`src/rtl/gf8_mul_scheduler_if.sv`:
```
// rtl/gf8_mul_scheduler_if.sv - requester request/response bundle for the shared GF(2^3) multiplier scheduler
interface gf8_mul_scheduler_if #(
    parameter int NUM_REQ = 4
);
    logic [NUM_REQ-1:0]   req_valid;
    logic [NUM_REQ-1:0]   req_op;
    logic [3*NUM_REQ-1:0] req_a;
    logic [3*NUM_REQ-1:0] req_b;
    logic [NUM_REQ-1:0]   req_ready;
    logic [NUM_REQ-1:0]   rsp_valid;
    logic [2:0]           rsp_y;

    modport master (
        output req_valid, req_op, req_a, req_b,
        input  req_ready, rsp_valid, rsp_y
    );

    modport slave (
        input  req_valid, req_op, req_a, req_b,
        output req_ready, rsp_valid, rsp_y
    );
endinterface

```
`src/rtl/gf8_mul_scheduler.sv`:
```
// rtl/gf8_mul_scheduler.sv - round-robin scheduler sharing one GF(2^3) multiplier for multiply and A^E
module gf8_mul_scheduler #(
    parameter int NUM_REQ = 4,
    parameter int IDW     = $clog2(NUM_REQ)
) (
    input  logic                clk,
    input  logic                n_rst,
    gf8_mul_scheduler_if.slave  bus,
    output logic [2:0]          mul_a,
    output logic [2:0]          mul_b,
    input  logic [2:0]          mul_y,
    output logic                busy,
    output logic [IDW-1:0]      grant_id
);

    typedef enum logic [2:0] {IDLE, MUL, SQ, PM, DONE} state_t;

    state_t         state, state_d;
    logic [IDW-1:0] rr_ptr;
    logic [2:0]     a_q, b_q, acc, acc_d;
    logic [1:0]     bit_q, bit_d;

    logic           found, found_hi;
    logic [IDW-1:0] g, g_hi, g_lo;
    logic [2:0]     a_sel, b_sel;
    logic           op_sel;
    logic           accept;

    // First valid above rr_ptr wins; otherwise wrap to the lowest valid index.
    always_comb begin
        found_hi = 1'b0;
        g_hi     = '0;
        g_lo     = '0;
        for (int j = NUM_REQ - 1; j >= 0; j--) begin
            if (bus.req_valid[j]) begin
                g_lo = IDW'(j);
                if (IDW'(j) > rr_ptr) begin
                    g_hi     = IDW'(j);
                    found_hi = 1'b1;
                end
            end
        end
        g     = found_hi ? g_hi : g_lo;
        found = |bus.req_valid;
    end

    always_comb begin
        a_sel  = '0;
        b_sel  = '0;
        op_sel = 1'b0;
        for (int j = 0; j < NUM_REQ; j++) begin
            if (g == IDW'(j)) begin
                a_sel  = bus.req_a[3*j +: 3];
                b_sel  = bus.req_b[3*j +: 3];
                op_sel = bus.req_op[j];
            end
        end
    end

    assign accept = (state == IDLE) && found;
    assign busy   = (state != IDLE);

    always_comb begin
        for (int j = 0; j < NUM_REQ; j++) begin
            bus.req_ready[j] = accept && (g == IDW'(j));
            bus.rsp_valid[j] = (state == DONE) && (grant_id == IDW'(j));
        end
        bus.rsp_y = (state == DONE) ? acc : 3'd0;
    end

    always_comb begin
        state_d = state;
        acc_d   = acc;
        bit_d   = bit_q;
        mul_a   = 3'd0;
        mul_b   = 3'd0;
        case (state)
            IDLE: begin
                if (found) begin
                    if (op_sel) begin
                        acc_d   = 3'd1;
                        bit_d   = 2'd2;
                        state_d = SQ;
                    end else begin
                        state_d = MUL;
                    end
                end
            end
            MUL: begin
                mul_a   = a_q;
                mul_b   = b_q;
                acc_d   = mul_y;
                state_d = DONE;
            end
            SQ: begin
                mul_a = acc;
                mul_b = acc;
                acc_d = mul_y;
                if (b_q[bit_q]) begin
                    state_d = PM;
                end else if (bit_q == 2'd0) begin
                    state_d = DONE;
                end else begin
                    bit_d = bit_q - 2'd1;
                end
            end
            PM: begin
                mul_a = acc;
                mul_b = a_q;
                acc_d = mul_y;
                if (bit_q == 2'd0) begin
                    state_d = DONE;
                end else begin
                    bit_d   = bit_q - 2'd1;
                    state_d = SQ;
                end
            end
            DONE:    state_d = IDLE;
            default: state_d = IDLE;
        endcase
    end

    always_ff @(posedge clk or negedge n_rst) begin
        if (!n_rst) begin
            state    <= IDLE;
            rr_ptr   <= IDW'(NUM_REQ - 1);
            grant_id <= '0;
            a_q      <= '0;
            b_q      <= '0;
            acc      <= '0;
            bit_q    <= '0;
        end else begin
            state <= state_d;
            acc   <= acc_d;
            bit_q <= bit_d;
            if (accept) begin
                rr_ptr   <= g;
                grant_id <= g;
                a_q      <= a_sel;
                b_q      <= b_sel;
            end
        end
    end

endmodule

```
`src/flat_wrapper.sv`:
```
// flat-port wrapper written by rule: the top's interface ports become plain ports
module gf8_mul_scheduler_flat 
#(
    parameter int NUM_REQ = 4,
    parameter int IDW     = $clog2(NUM_REQ)
)
  (clk, n_rst, mul_a, mul_b, mul_y, busy, grant_id, bus_req_valid, bus_req_op, bus_req_a, bus_req_b, bus_req_ready, bus_rsp_valid, bus_rsp_y);
  gf8_mul_scheduler_if #(.NUM_REQ(NUM_REQ)) bus_i ();
  input  logic clk;
  input  logic n_rst;
  output logic [2:0] mul_a;
  output logic [2:0] mul_b;
  input  logic [2:0] mul_y;
  output logic busy;
  output logic [IDW-1:0] grant_id;
  input wire logic [$bits(bus_i.req_valid)-1:0] bus_req_valid;
  input wire logic [$bits(bus_i.req_op)-1:0] bus_req_op;
  input wire logic [$bits(bus_i.req_a)-1:0] bus_req_a;
  input wire logic [$bits(bus_i.req_b)-1:0] bus_req_b;
  output wire logic [$bits(bus_i.req_ready)-1:0] bus_req_ready;
  output wire logic [$bits(bus_i.rsp_valid)-1:0] bus_rsp_valid;
  output wire logic [$bits(bus_i.rsp_y)-1:0] bus_rsp_y;
  assign bus_i.req_valid = bus_req_valid;
  assign bus_i.req_op = bus_req_op;
  assign bus_i.req_a = bus_req_a;
  assign bus_i.req_b = bus_req_b;
  assign bus_req_ready = bus_i.req_ready;
  assign bus_rsp_valid = bus_i.rsp_valid;
  assign bus_rsp_y = bus_i.rsp_y;
  gf8_mul_scheduler #(.NUM_REQ(NUM_REQ), .IDW(IDW)) u_core (.clk(clk), .n_rst(n_rst), .bus(bus_i), .mul_a(mul_a), .mul_b(mul_b), .mul_y(mul_y), .busy(busy), .grant_id(grant_id));
endmodule
```
`config.mk`:
```
export PLATFORM = sky130hd
export DESIGN_NAME = gf8_mul_scheduler_flat
export DESIGN_NICKNAME = d
export VERILOG_FILES = /design/src/rtl/gf8_mul_scheduler_if.sv /design/src/rtl/gf8_mul_scheduler.sv /design/src/flat_wrapper.sv
export SDC_FILE = /design/constraint.sdc
export NUM_CORES = 1
export LEC_CHECK = 0
export CAP_MARGIN = 20
export CORE_ASPECT_RATIO = 1.1
export CORE_MARGIN = 3
export CORE_UTILIZATION = 40
export CTS_CLUSTER_SIZE = 10
export DETAILED_ROUTE_END_ITERATION = 8
export PLACE_DENSITY = 0.76
export SYNTH_ARGS = -nofsm -noshare
export SYNTH_HDL_FRONTEND = slang
export SYNTH_SLANG_ARGS = --single-unit
```
`constraint.sdc`:
```
create_clock -name clk -period 2.25 [get_ports clk]
set_input_delay 0.45 -clock clk [delete_from_list [all_inputs] [get_ports clk]]
set_output_delay 0.45 -clock clk [all_outputs]
set_load 0.05 [all_outputs]
```
==> metrics.md <==
| Metric | Value |
|---|---|
| Hold buffers post-CTS | 0 |
| GRT Resource Usage Total | between 20 and 25% |
| Peak fanout along the critical path | 6 |
| Static Leak | about 1.1 nW |
| Final setup vio count | 4 |
| Worst setup margin | -0.0754 ns |
| Final Hold Fails | 0 |
| Seq cells post-synth | 18 |
| Worst-Margin Slew | between 0.4 and 0.5 ns |
| Tot Pwr | between 3 and 4 mW |
| Clock skew | roughly 0.0032 ns |
| Inserted Clock Buffers | 3 |
| Setup CP Type | in -> out |
| Count leader, synth | nor2_1 |
| Crit path required time | 1.80 ns |
| Synthesized Nets | roughly 200 |
| DRT iter0 DRCs | around 100 |
| Post-synth ARST share | 100% |
| Setup TNS | -0.244 ns |
| Status | finished with violations |
| Cell variety after synth | 39 |
| Crit path launch type | primary input |
| Worst hold path type | in -> async |
| Cells along the critical path | dlygate4sd2_1 -> or2_4 -> a311oi_4 -> buf_4 -> and3_4 -> buf_12 |
| Post-route minimum period | ~2.3 ns |
| Final worst path period share | 103% |
| PD cells | approximately 1400 nW/um2 |
| Critical path capture point type | primary output |
| Net total in the final layout | about 280 |
| ANT cells | 0 |
| CTS sink count | 18 |
| DP HPWL | 3380 um |
| Die width | 61.8 um |
| PortBufs | between 50 and 60 |
| Most used flip-flop cell after synthesis | dfrtp_1 |
| Gr ovfl total | 0 |
| DP Worst Slack | -0.416 ns |
| Avg Cell Area, Syn | between 8 and 9 um2 |
| Initial antenna violation count | 0 |
| Number of synthesized flops with an enable pin | 0 |
| Fin. max-slew vios | 0 |
| WL final | around 4300 um |
| Area Overhead vs Synth | 76.6% |
| Synth cell count leaders | 21 x nor2_1, 18 x a21oi_1, 16 x dfrtp_1 |
| Die Y | 67.4 um |
| Yosys warns | 0 |
| TritonRoute pass-1 iters | 4 |
| Global-route wire length before repair | 6970 um |
| Routed via count | 1529 |
| Failing checks | setup timing |
| Drt drc | 0 |
| Starting Density | between 40% and 50% |
| Setup repair after global routing missed its margin | true |
| Final ANT Viol Nets | 0 |
| Register area share after synthesis | 33.1% |
| H-tree levels | 1 |
| Crit path max-delay cell type | a311oi_4 |
| Row cnt | 21 |
| Core Area | 3150 um2 |
| TritonCTS clock tree | built |
| Post-Syn Instances | 159 |
| Post-placement cell count | roughly 260 |
| Vias in the first global route | around 1500 |
| Drt via density | around 5.6 |
| Fillers | between 200 and 250 |
| Clock Root Buffer | clkbuf_4 |
| Synth Cell Area | ~1400 um2 |
| WL/cell | about 16 um |
| Layout cells sized above 1 | between 30% and 40% |
| Pin count of the biggest net entering global routing | 19 |
| Fmax | 430 MHz |
| Worst-skew pair later-pin latency | 0.30 ns |
| Max IR drop VDD | ~0.0008 V |
| Top cell type's share of synthesized area | between 20 and 30% |
| Clock-pin slew on the worst setup and hold paths | 0.10 ns |
| Max_cap viols | 0 |
| Die area | roughly 4200 um2 |
| Area contributors post-synth | dfrtp_1 29%, mux2_2 7.4%, a21oi_1 6.6%, nor2_1 5.8%, mux2i_1 5.1% |
| Ports | 57 |
| Largest area contributor in the netlist | dfrtp_1 |
| Slew HR | between 60% and 70% |
| Critical Path Max Stage Delay | between 0.3 and 0.4 ns |
| GP Congestion | just under 0.9 |
| Fin cells | 274 |
| Crit path DAT | 1.88 ns |
| Maximum root-to-sink buffer count | 2 |
-- critical path: cells and delay by family --
| kind | cells | cell delay [ns] |
|---|---|---|
| AND/OR/NAND/NOR | 2 | 0.44 |
| buffers and inverters | 3 | 0.62 |
| AO/OA/AOI/OAI | 1 | 0.36 |
-- power breakdown --
group	internal [mW]	leakage, nW	switching, mW
sequential	0.496	0.211	0.146
combinational	1.20	0.822	1.37
clock	0.0987	0.0210	0.106
total	1.79	1.05	1.63
-- state kept, by name, summed over array words and instances (netlist names) --
signal,flops
u_core.a_q,3
u_core.acc,3
u_core.b_q,3
u_core.bit_q,2
u_core.grant_id,2
u_core.rr_ptr,2
u_core.state,3
-- cells in the final DEF, fill, tap and decap left out, types with 3 or more instances in the layout --
master            n
a211oi_1          6
nand2_1          13
nor3_1            5
a21oi_1          17
buf_4            28
buf_12           14
nor2_1           20
dfrtp_1          16
clkdlybuf4s50_1  34
a22o_1            3
buf_6             4
clkbuf_4          3
nor2b_1           4
dlygate4sd2_1     4
inv_1             5
mux2i_1           7
and2_1            4
mux2_2            9
nor3_2            3
-- cell type report --
type	instances	area (um2)	area share, %
clock buffers	4	36.3	1.50
inverters	6	22.5	0.931
multi-input cells	128	955	39.5
flip-flops and latches	18	453	18.7
well taps	34	42.5	1.76
repair buffers	84	911	37.6
-- routing by layer --
| metal | track usage, % | up-vias | part of all wire (%) |
|---|---|---|---|
| met1 | 27.7 | 746 | 40 |
| met3 | 3.06 | 4 | 3.5 |
| met4 | 2.92 | 0 | 0.52 |
| li1 | - | 736 | - |
| met2 | 40.6 | 43 | 56 |
| met5 | 0 | - | 0 |
-- through the flow --
step | util (%) | cell area, um2 | hold slack [ns]
2_1_floorplan | - | 1420 | 0.154
3_3_place_gp | 71.8 | 2260 | 0.516
3_5_place_dp | 71.8 | 2260 | 0.515
4_1_cts | 76.5 | 2410 | 0.481
5_1_grt | 76.7 | 2420 | 0.506
6_report | 76.7 | 2420 | 0.472
-- final timing paths --
check	from	end	depth (start not counted)	slack [ns]
max in group asynchronous	n_rst	u_core.rr_ptr[0]	2	1.52
max reg2reg	u_core.rr_ptr[1]	u_core.acc[1]	6	0.09
min reg2reg	u_core.acc[2]	u_core.acc[2]	1	0.54
min	n_rst	u_core.state[1]	2	0.47
min in group clk	u_core.acc[2]	u_core.acc[2]	1	0.54
max	bus_req_valid[1]	bus_req_ready[2]	6	-0.08
-- cell families after synthesis --
| kind of cell | count (synthesis) | share of synthesized area, % |
|---|---|---|
| buffers and inverters | 13 | 3.74 |
| adders and majority gates | 1 | 0.913 |
| DFF | 18 | 33.1 |
| muxes | 19 | 16.1 |
| AOI/OAI and AO/OA | 40 | 20.8 |
| and+or+nand+nor | 68 | 25.4 |
-- what timing repair did --
item / CTS / global route
resized for setup: 16 / 1
pin swaps: 8 / 0
setup endpoints to repair: 14 / 8
buffers inserted: 8 / 1
No activity file was read; power rests on OpenSTA's default activity.
